File: src/rtl/hazard_ctrl.sv
// Pipeline hazard controller: shadow EX/MEM/WB destination tags, registered forwarding
// selects, load-use stall and multi-cycle mult/div sequencing. Optional: HAZARD_MULDIV_EN.
module hazard_ctrl #(
  parameter int MULDIV_LAT = 32
) (
  input  logic       clk,
  input  logic       rst,
  input  logic       id_valid,
  input  logic [4:0] id_rs,
  input  logic [4:0] id_rt,
  input  logic       id_uses_rs,
  input  logic       id_uses_rt,
  input  logic [4:0] id_dst,
  input  logic       id_wr,
  input  logic       id_is_load,
  input  logic       id_is_muldiv,
  input  logic       id_uses_hilo,
  input  logic       flush,
  output logic       stall,
  output logic       bubble,
  output logic       fwd_a_mem,
  output logic       fwd_a_wb,
  output logic       fwd_b_mem,
  output logic       fwd_b_wb,
  output logic       md_busy
);

`ifdef HAZARD_MULDIV_EN
  localparam int CNT_W = (MULDIV_LAT > 1) ? $clog2(MULDIV_LAT) : 1;

  typedef enum logic [1:0] {
    S_IDLE     = 2'd0,
    S_LD_STALL = 2'd1,
    S_MD_BUSY  = 2'd2
  } state_t;
`else
  typedef enum logic [0:0] {
    S_IDLE     = 1'b0,
    S_LD_STALL = 1'b1
  } state_t;
`endif

  state_t state_q, state_d;

  // Shadow destination tags for the three downstream stages
  logic       ex_valid_q, ex_valid_d;
  logic [4:0] ex_dst_q, ex_dst_d;
  logic       ex_wr_q, ex_wr_d;
  logic       ex_load_q, ex_load_d;
  logic       mem_valid_q, mem_valid_d;
  logic [4:0] mem_dst_q, mem_dst_d;
  logic       mem_wr_q, mem_wr_d;
  logic       mem_load_q, mem_load_d;
  logic       wb_valid_q, wb_valid_d;
  logic [4:0] wb_dst_q, wb_dst_d;
  logic       wb_wr_q, wb_wr_d;
  logic       wb_load_q, wb_load_d;

  logic fwd_a_mem_q, fwd_a_mem_d;
  logic fwd_a_wb_q, fwd_a_wb_d;
  logic fwd_b_mem_q, fwd_b_mem_d;
  logic fwd_b_wb_q, fwd_b_wb_d;

  logic ex_prod, mem_prod;
  logic rs_live, rt_live;
  logic ex_hit_rs, ex_hit_rt, mem_hit_rs, mem_hit_rt;
  logic load_use, md_hazard, hazard;

  // ---------------------------------------------------------------------------
  // Dependency detection against the EX and MEM shadow tags
  // ---------------------------------------------------------------------------
  always_comb begin
    ex_prod    = ex_valid_q & ex_wr_q & (ex_dst_q != 5'd0);
    mem_prod   = mem_valid_q & mem_wr_q & (mem_dst_q != 5'd0);
    rs_live    = id_uses_rs & (id_rs != 5'd0);
    rt_live    = id_uses_rt & (id_rt != 5'd0);
    ex_hit_rs  = ex_prod & rs_live & (ex_dst_q == id_rs);
    ex_hit_rt  = ex_prod & rt_live & (ex_dst_q == id_rt);
    mem_hit_rs = mem_prod & rs_live & (mem_dst_q == id_rs);
    mem_hit_rt = mem_prod & rt_live & (mem_dst_q == id_rt);
    load_use   = id_valid & ex_load_q & (ex_hit_rs | ex_hit_rt);
  end

`ifdef HAZARD_MULDIV_EN
  logic [CNT_W-1:0] cnt_q, cnt_d;
  logic             md_issue;

  // Anything touching HI/LO or the unit itself must wait for the result
  assign md_hazard = (state_q == S_MD_BUSY) & id_valid & (id_uses_hilo | id_is_muldiv);
  assign md_issue  = id_valid & id_is_muldiv & ~bubble;
`else
  logic unused_cfg;
  localparam logic [6:0] LAT_BITS = 7'(MULDIV_LAT);

  assign md_hazard  = 1'b0;
  assign unused_cfg = ^{id_is_muldiv, id_uses_hilo, LAT_BITS};
`endif

  assign hazard = load_use | md_hazard;

  // ---------------------------------------------------------------------------
  // Tag pipeline and forwarding-select next values
  // ---------------------------------------------------------------------------
  always_comb begin
    ex_valid_d  = ~bubble;
    ex_dst_d    = bubble ? 5'd0 : id_dst;
    ex_wr_d     = ~bubble & id_wr;
    ex_load_d   = ~bubble & id_is_load;
    mem_valid_d = ex_valid_q;
    mem_dst_d   = ex_dst_q;
    mem_wr_d    = ex_wr_q;
    mem_load_d  = ex_load_q;
    wb_valid_d  = mem_valid_q;
    wb_dst_d    = mem_dst_q;
    wb_wr_d     = mem_wr_q;
    wb_load_d   = mem_load_q;
    // The younger producer (now in EX, next in MEM) shadows the older one
    fwd_a_mem_d = ~bubble & ex_hit_rs;
    fwd_a_wb_d  = ~bubble & ~ex_hit_rs & mem_hit_rs;
    fwd_b_mem_d = ~bubble & ex_hit_rt;
    fwd_b_wb_d  = ~bubble & ~ex_hit_rt & mem_hit_rt;
  end

  always_ff @(posedge clk or posedge rst) begin
    if (rst) begin
      ex_valid_q  <= 1'b0;
      ex_dst_q    <= 5'd0;
      ex_wr_q     <= 1'b0;
      ex_load_q   <= 1'b0;
      mem_valid_q <= 1'b0;
      mem_dst_q   <= 5'd0;
      mem_wr_q    <= 1'b0;
      mem_load_q  <= 1'b0;
      wb_valid_q  <= 1'b0;
      wb_dst_q    <= 5'd0;
      wb_wr_q     <= 1'b0;
      wb_load_q   <= 1'b0;
      fwd_a_mem_q <= 1'b0;
      fwd_a_wb_q  <= 1'b0;
      fwd_b_mem_q <= 1'b0;
      fwd_b_wb_q  <= 1'b0;
    end else begin
      ex_valid_q  <= ex_valid_d;
      ex_dst_q    <= ex_dst_d;
      ex_wr_q     <= ex_wr_d;
      ex_load_q   <= ex_load_d;
      mem_valid_q <= mem_valid_d;
      mem_dst_q   <= mem_dst_d;
      mem_wr_q    <= mem_wr_d;
      mem_load_q  <= mem_load_d;
      wb_valid_q  <= wb_valid_d;
      wb_dst_q    <= wb_dst_d;
      wb_wr_q     <= wb_wr_d;
      wb_load_q   <= wb_load_d;
      fwd_a_mem_q <= fwd_a_mem_d;
      fwd_a_wb_q  <= fwd_a_wb_d;
      fwd_b_mem_q <= fwd_b_mem_d;
      fwd_b_wb_q  <= fwd_b_wb_d;
    end
  end

  assign fwd_a_mem = fwd_a_mem_q;
  assign fwd_a_wb  = fwd_a_wb_q;
  assign fwd_b_mem = fwd_b_mem_q;
  assign fwd_b_wb  = fwd_b_wb_q;

  // WB tags and the MEM load flag are kept for completeness of the shadow pipe
  logic unused_tags;
  assign unused_tags = ^{mem_load_q, wb_valid_q, wb_dst_q, wb_wr_q, wb_load_q};

  // ---------------------------------------------------------------------------
  // FSM: state register
  // ---------------------------------------------------------------------------
  always_ff @(posedge clk or posedge rst) begin
    if (rst) begin
      state_q <= S_IDLE;
`ifdef HAZARD_MULDIV_EN
      cnt_q   <= '0;
`endif
    end else begin
      state_q <= state_d;
`ifdef HAZARD_MULDIV_EN
      cnt_q   <= cnt_d;
`endif
    end
  end

  // ---------------------------------------------------------------------------
  // FSM: next state
  // ---------------------------------------------------------------------------
  always_comb begin
    state_d = state_q;
`ifdef HAZARD_MULDIV_EN
    cnt_d   = cnt_q;
`endif
    case (state_q)
      S_IDLE: begin
`ifdef HAZARD_MULDIV_EN
        if (md_issue) begin
          state_d = S_MD_BUSY;
          cnt_d   = CNT_W'(MULDIV_LAT - 1);
        end else
`endif
        if (load_use & ~flush) begin
          state_d = S_LD_STALL;
        end
      end
      S_LD_STALL: begin
        state_d = S_IDLE;
`ifdef HAZARD_MULDIV_EN
        // The stalled consumer may itself be a mult/div issuing now
        if (md_issue) begin
          state_d = S_MD_BUSY;
          cnt_d   = CNT_W'(MULDIV_LAT - 1);
        end
`endif
      end
`ifdef HAZARD_MULDIV_EN
      S_MD_BUSY: begin
        if (cnt_q == '0) begin
          state_d = S_IDLE;
        end else begin
          cnt_d = cnt_q - CNT_W'(1);
        end
      end
`endif
      default: state_d = S_IDLE;
    endcase
  end

  // ---------------------------------------------------------------------------
  // FSM: outputs
  // ---------------------------------------------------------------------------
  always_comb begin
    stall  = hazard & ~flush;
    bubble = hazard | flush | ~id_valid;
`ifdef HAZARD_MULDIV_EN
    md_busy = (state_q == S_MD_BUSY);
`else
    md_busy = 1'b0;
`endif
  end

endmodule

File: config.mk
export PLATFORM = sky130hd
export DESIGN_NAME = hazard_ctrl
export DESIGN_NICKNAME = d
export VERILOG_FILES = /design/src/rtl/hazard_ctrl.sv
export SDC_FILE = /design/constraint.sdc
export NUM_CORES = 1
export LEC_CHECK = 0
export ABC_AREA = 0
export CAP_MARGIN = 20
export CORE_UTILIZATION = 40
export CTS_BUF_LIST = sky130_fd_sc_hd__clkbuf_4
export DETAILED_ROUTE_END_ITERATION = 8
export MAX_ROUTING_LAYER = met4
export PLACE_DENSITY_LB_ADDON = 0.15
export SYNTH_ARGS = -nofsm -noshare
export SYNTH_HDL_FRONTEND = slang
export SYNTH_SLANG_ARGS = --single-unit
File: constraint.sdc
create_clock -name clk -period 4.3 [get_ports clk]
set_clock_uncertainty 0.15 [all_clocks]
set_input_delay 0.43 -clock clk [delete_from_list [all_inputs] [get_ports clk]]
set_output_delay 0.43 -clock clk [all_outputs]
set_load 0.1 [all_outputs]
* Word level (Yosys, flattened, before mapping)
Cells that the tools add are included.
** Storage, ports and cells
- Memory bits (read-only) :: 0
- Latch bits :: 0
- Output and inout port bits :: 7
- Input bits :: 25
- Flip-flop bits (word level) :: 19
- Logic and storage cells :: 53
- Memories :: 0
- RAM bits :: 0
** Operators by class
- Shift-type cells :: 0
- Reduce and logical (&&, ||, !) cells :: 4
- Multiplexer cells :: 1
- $mul :: 0
- Add/sub/neg operators :: 0
- Bitwise gates (word level) :: 33
- Equality and inequality tests :: 4
- Magnitude comparators :: 0
- Divide/modulo/power cells :: 0
** Operators with widths (count)
- $and A1 B1 Y1 :: 25
- $eq A5 B5 Y1 :: 4
- $reduce_bool A5 Y1 :: 4
- $mux W5 :: 1
- $not A1 Y1 :: 5
- $or A1 B1 Y1 :: 3

* Logic depth before layout (Yosys ltp)
Gate-level depths: netlist (run 1).
- Word-level depth :: 11
- Gate-level depth with buffers :: 4
- Gate-level depth less buffers :: 4

* Worst setup path after synthesis (run 1)
OpenSTA, ideal clock, no wires.
- Path kind :: register -> output
- From :: register ex_dst_q[0]
- To :: output port stall
- Path buffers :: 0
- Stages on the path, launching flop included :: 5
- Path slack :: 142 ps
- Arrival time :: 3578 ps
- Required time :: 3720 ps
- Cell sequence :: dfrtp_1 xnor2_1 nand2_1 or4_2 a211oi_1
** Between the ends
- Cells in the longest elaborated chain, start to end :: 7
- Elaborated cells between the ends (all ways) :: 11
- Classes of those cells :: eq/ne: 2; bitwise: 8; reduce/logical: 1
** RTL lines
- from (decl) :: line 47 : logic [4:0] ex_dst_q, ex_dst_d;
- from (signal assigned) :: line 144 : ex_dst_q <= ex_dst_d;
- $reduce_bool A5 Y1 :: line 73 : ex_prod = ex_valid_q & ex_wr_q & (ex_dst_q != 5'd0);
- $and A1 B1 Y1 :: line 73
- $and A1 B1 Y1 (on tied branches) (2 in series) :: line 77, 78
- $or A1 B1 Y1 * :: line 81 : load_use = id_valid & ex_load_q & (ex_hit_rs | ex_hit_rt);
- $and A1 B1 Y1 * :: line 81
- $and A1 B1 Y1 *
- to (decl) :: line 19 : output logic stall,
Mark *: on every way between the ends. The rest lies on a longest branch, timed or not.

* Worst setup path after layout (run 1)
- From :: input port id_rt[3]
- To :: output port stall
** Between the ends
- Cells in the longest elaborated chain, start to end :: 7
- Elaborated cells between the ends (all ways) :: 8
- Classes of those cells :: eq/ne: 1; bitwise: 6; reduce/logical: 1
** RTL lines
- from (decl) :: line 10 : input logic [4:0] id_rt,
- $reduce_bool A5 Y1 :: line 76 : rt_live = id_uses_rt & (id_rt != 5'd0);
- $and A1 B1 Y1 :: line 76
- $and A1 B1 Y1 :: line 78 : ex_hit_rt = ex_prod & rt_live & (ex_dst_q == id_rt);
- $and A1 B1 Y1 * :: line 78
- $or A1 B1 Y1 * :: line 81
- $and A1 B1 Y1 * :: line 81
- $and A1 B1 Y1 *
Marks and branches as above.

==> flow_summary_export.csv, run 1 <==
group,metric,value,unit
setup_path,timing.rr.start,"ex_dst_q[1]",
yosys,synth_top_cell_by_area,"dfrtp_1",
yosys,synth_area_leaders,"dfrtp_1 47%, xnor2_1 10%, xor2_1 6.9%",
routing,via_per_inst,5.47,
grt,antenna_found_initial,0,
grt,grt_pass1_vias,864,
pwr,p_leak,0.561,nW
setup_path,crit_arrival,2.54,ns
setup_path,worstPathMaxFanout,3,
timing,hold_viol,0,
yosys,ys_seq_area_share,46.9,%
setup_path,path_cells,"clkdlybuf4s50_1, xnor2_1, nand3_1, or4_2, a211oi_1, buf_4",
timing,timing.slew.headroom,35.3,%
place,gp_congestion,0.914,
timing,period_share,72.5,%
setup_path,startpoint_type,"input pin",
timing,drv_slew,0,
grt,grt_start_max_net_pins,20,
setup_path,slowest_delay,0.72,ns
routing,ant_nets,0,
cells_and_area,n_antenna_cell,0,
die,boundaryPins,32,
pwr,p_per_area,263,nW/µm²
yosys,ys_warn_count,0,
routing,finalWirelength,2.31,mm
timing,clock.fmax,321,MHz
die,die_width,52.4,µm
yosys,syn-num-nets,120,
cts,cts_inserted_buffers,3,
cts,post-cts-setup-buffers,0,
timing,setup_tns,0,ns
timing,min_period,3.12,ns
cells_and_area,drive_gt1_share,9.68,%
cts,cts-hold-fix-buffers,0,
yosys,synthCells,95,
cells_and_area,final_area,1340,µm²
setup_path,worstPathRequired,3.72,ns
cts,cts_buffer_depth,2,
timing,setup_viol,0,
yosys,syn_area_per_cell,10.7,µm²
cts,path_clk_slew,0.09,ns
place,post-dp-hpwl,1.79,mm
die,core-area,2300,µm²
min_path,hp-class,"register to register",
timing,rsz0062_at_grt,"false",
cts,insertion_delay,0.30,ns
cells_and_area,layout.nets,150,
place,placed_cell_area,1310,µm²
cts,htree_levels,1,
yosys,yosysTopAreaCellShare,46.9,%
cts,ctsResizeCount,0,
routing,wl_per_cell,15.2,µm
run_status,outcome,"complete, no violations",
die,initial_core_util,44.2,%
setup_path,cp-startpoint,"id_rt[3]",
die,row_count,17,
grt,overflow,0,
cts,cts_tree,"built",
place,port_buffers,28,
routing,drt_iter0_drc,19,
routing,vias,831,
cells_and_area,synthToLayoutAreaGrowth,32.1,%
yosys,synth.distinct_cells,26,
grt,grt_use_total,20.3,%
flow_run,cap_violations,0,
setup_path,crit_slowest_cell,"or4_2",
routing,drc,0,
cts,cts.sinks,19,
die,fp.dieH,52.4,µm
setup_path,worstSetupPathType,"input pin to output port",
yosys,synth_area,1010,µm²
pwr,ir_worst_vdd,0.152,mV
die,dieArea,2740,µm²
setup_path,endpoint_kind,"output port",
cts,root_buffer,"clkbuf_4",
routing,dr.pass1.iters,4,
min_path,hold_start,"ex_dst_q[4]",
yosys,ys_seq_elements,19,
timing,whs,0.321,ns
grt,grt_pass1_wl,3.84,mm
timing,tightest_slew,0.967,ns
flip-flops by register name (all words and copies together) (netlist names):
| register | flops |
|---|---|
| fwd_b_wb | 1 |
| mem_wr_q | 1 |
| fwd_a_wb | 1 |
| mem_valid_q | 1 |
| ex_dst_q | 5 |
| fwd_a_mem | 1 |
| ex_load_q | 1 |
| ex_valid_q | 1 |
| fwd_b_mem | 1 |
| ex_wr_q | 1 |
| mem_dst_q | 5 |
final cells by class:
type | count | area, µm²
fillers | 212 | 957
repair buffers | 28 | 275
multi-input cells | 64 | 490
flip-flops and latches | 19 | 475
inverters | 9 | 33.8
well taps | 28 | 35.0
clock buffers | 4 | 30.0
where the power goes:
group | total (mW) | switching [mW] | internal [mW]
Combinational | 0.0657 | 0.0325 | 0.0332
Clock | 0.0944 | 0.0520 | 0.0424
Sequential | 0.192 | 0.00778 | 0.184
Total | 0.352 | 0.0923 | 0.260
cell usage in the layout, fill, tap and decap left out, types with 4 or more instances in the layout:
| cell | Yosys | layout |
|---|---|---|
| nand3_1 | 4 | 4 |
| a2111oi_0 | 7 | 7 |
| xnor2_1 | 12 | 12 |
| nor2_1 | 4 | 4 |
| nor3_1 | 5 | 5 |
| dfrtp_1 | 19 | 19 |
| inv_1 | 9 | 9 |
| clkdlybuf4s50_1 | 0 | 26 |
| xor2_1 | 8 | 8 |
| clkbuf_4 | 0 | 4 |
cell usage after synthesis:
library cell  instances
dfrtp_1              19
xnor2_1              12
inv_1                 9
xor2_1                8
a2111oi_0             7
nor3_1                5
nand3_1               4
nor2_1                4
a211oi_1              3
nand2_1               3
or4_1                 3
clkbuf_1              2
nor4_2                2
o21ai_1               2
a211o_2               1
and3_1                1
and4b_1               1
buf_4                 1
conb_1                1
nand2b_1              1
nand4_1               1
nor4b_1               1
o211a_1               1
o211ai_4              1
or4_2                 1
or4_4                 1
logic make-up (layout without fill, tap and decap cells):
| kind of cell | after synthesis | count (layout) | synth area share, % |
|---|---|---|---|
| other cells | 1 | 1 | 0.370 |
| buf+inv | 12 | 41 | 4.81 |
| simple gates | 28 | 28 | 17.4 |
| flops | 19 | 19 | 46.9 |
| xor+xnor | 20 | 20 | 17.3 |
| compound gates | 15 | 15 | 13.3 |
stage by stage:
step | setup WS [ns] | total power, mW | utilization [%] | cells
CTS | 1.18 | 0.354 | 58.3 | 152
detailed placement | 1.19 | 0.261 | 57.0 | 148
global placement | 1.19 | 0.259 | 57.0 | 148
floorplan | 0.142 | 0.230 | - | 95
finish | 1.18 | 0.352 | 58.3 | 152
global route | 1.06 | 0.368 | 58.3 | 152
worst paths after layout:
check / end / slack (ns) / cells after the start
worst max register to register: ex_wr_q / 2.20 / 4
worst min register to register: mem_dst_q[4] / 0.32 / 0
worst min-delay path: mem_dst_q[4] / 0.32 / 0
worst max-delay path: stall / 1.18 / 6
min in group asynchronous: mem_wr_q / 0.39 / 2
max in group asynchronous: ex_dst_q[0] / 3.15 / 2
critical path, delay by kind of cell:
kind                   cells  cell delay, ns
buffers and inverters      2            0.87
AND/OR/NAND/NOR            2            0.85
AO/OA/AOI/OAI              1            0.23
XOR/XNOR                   1            0.15
per-layer routing:
layer | global-route usage [%] | vias to the layer above | share of wire [%]
met4 | 9.21 | 0 | 1.6
met1 | 21.8 | 408 | 43
met3 | 2.90 | 4 | 4.1
met2 | 36.7 | 22 | 51
li1 | - | 397 | -
met5 | - | - | 0
(Power assumes the default switching activity.)
==> run 2, diff against run 1 <==
==> constraint.sdc (replaced) <==
create_clock -name clk -period 3.1 [get_ports clk]
set_clock_uncertainty 0.15 [all_clocks]
set_input_delay 0.31 -clock clk [delete_from_list [all_inputs] [get_ports clk]]
set_output_delay 0.31 -clock clk [all_outputs]
set_load 0.1 [all_outputs]
==> run 2 against run 1 <==
  * Design area is 2.4% higher
  * Clock power is 35% higher
  * Via count is 0.12% lower
  * Die area stayed put
  * Worst setup slack worse by 0.89 ns
  * Core utilization is 1.4 points higher
  * First-iteration DRC count is 79% lower
  * Register-to-register slack worse by 1.3 ns
  * Global-route usage is 0.10 points higher
==> flow_summary_export.csv, run 2 (synthesis results as in run 1) <==
group,metric,value,unit
die,dieArea,2740,µm²
grt,grt_pass1_vias,845,
setup_path,worstPathRequired,2.64,ns
cts,cts-hold-fix-buffers,0,
timing,hold_viol,0,
cts,post-cts-setup-buffers,0,
timing,drv_slew,0,
routing,finalWirelength,2.24,mm
timing,tightest_slew,0.723,ns
pwr,ir_worst_vdd,0.222,mV
pwr,p_leak,0.582,nW
routing,drt_iter0_drc,4,
cells_and_area,layout_commonest_cell,"clkdlybuf4s50_1",
timing,min_period,2.81,ns
cells_and_area,drive_gt1_share,14.4,%
die,fp.dieH,52.4,µm
cts,ctsResizeCount,0,
grt,antenna_found_initial,0,
setup_path,startpoint_type,"input pin",
routing,drc,0,
setup_path,crit_arrival,2.35,ns
cells_and_area,fin_cells,153,
cells_and_area,top_regs,"ex_dst_q (5), mem_dst_q (5)",
timing,setup_viol,0,
cts,cts.sinks,19,
timing,setup_tns,0,ns
place,post-dp-hpwl,1.74,mm
routing,ant_nets,0,
routing,vias,830,
setup_path,worstPathMaxFanout,3,
cells_and_area,layout.nets,151,
flow_run,cap_violations,0,
setup_path,worstSetupPathType,"input pin to output port",
grt,grt_use_total,20.4,%
timing,timing.slew.headroom,51.4,%
timing,rsz0062_at_grt,"false",
cts,htree_levels,1,
grt,grt_pass1_wl,3.87,mm
die,die_width,52.4,µm
place,gp_congestion,0.834,
cts,cts_inserted_buffers,3,
routing,dr.pass1.iters,4,
cts,cts_tree,"built",
cells_and_area,n_antenna_cell,0,
setup_path,endpoint_kind,"output port",
min_path,hp-class,"input pin to asynchronous set/reset pin",
pwr,p_per_area,354,nW/µm²
place,port_buffers,28,
routing,wl_per_cell,14.6,µm
die,row_count,17,
die,initial_core_util,44.2,%
cts,cts_buffer_depth,2,
cts,path_clk_slew,0.11,ns
cts,root_buffer,"clkbuf_4",
cts,insertion_delay,0.30,ns
timing,period_share,90.6,%
grt,grt_start_max_net_pins,20,
place,place_inst,149,
cells_and_area,final_cell_mix,"22 x clkdlybuf4s50_1, 19 x dfrtp_1, 12 x xnor2_1, 9 x inv_1, 8 x xor2_1",
place,post-place-ws,0.289,ns
die,boundaryPins,32,
cells_and_area,synthToLayoutAreaGrowth,35.3,%
die,core-area,2300,µm²
grt,overflow,0,
routing,via_per_inst,5.42,
timing,clock.fmax,356,MHz
timing,fin_ws,0.290,ns
run_status,outcome,"complete, no violations",
run 2: power breakdown:
part           internal (mW)  total, mW  switching [mW]  leakage, nW
registers              0.255      0.267          0.0114        0.257
logic                 0.0479     0.0928          0.0450        0.308
clock network         0.0481      0.127          0.0785       0.0177
total                  0.351      0.486           0.135        0.582
run 2: cell type report:
cell class	count	area, µm²
repair buffers	29	298
multi-input cells	64	503
flip-flops and latches	19	475
well taps	28	35.0
clock inverters	1	5.00
inverters	9	33.8
fillers	207	925
clock buffers	3	22.5
run 2: path summary, 6_finish.rpt:
check,start,to,slack [ns],depth (start not counted)
min in group clk,ex_valid_q,mem_valid_q,0.32,0
worst min-delay path,rst,fwd_b_mem,0.26,2
worst max register to register,ex_dst_q[1],ex_dst_q[4],0.94,5
worst min register to register,ex_valid_q,mem_valid_q,0.32,0
worst max-delay path,id_rt[1],stall,0.29,6
max in group asynchronous,rst,mem_dst_q[2],2.09,2
run 2: critical path: stages:
cell,delay (ns)
clkdlybuf4s50_1,0.53
xnor2_1,0.14
nand3_1,0.13
or4_2,0.76
a211oi_4,0.27
buf_12,0.21
run 2: metrics by stage:
stage / util [%] / total power [mW] / hold slack [ns] / instance area, µm²
after global placement: 58.6 / 0.362 / 0.285 / 1350
after detailed placement: 58.6 / 0.365 / 0.280 / 1350
final: 59.7 / 0.486 / 0.256 / 1370
after global routing: 59.7 / 0.513 / 0.333 / 1370
after CTS: 59.7 / 0.491 / 0.288 / 1370
after floorplan: - / 0.320 / 0.111 / 1030
run 2: per-layer routing:
metal	share of wire (%)	track usage [%]	vias to the layer above
met1	43	24.9	403
met2	51	34.4	24
met5	0	-	-
li1	-	-	399
met4	1.0	6.58	0
met3	4.5	3.48	4
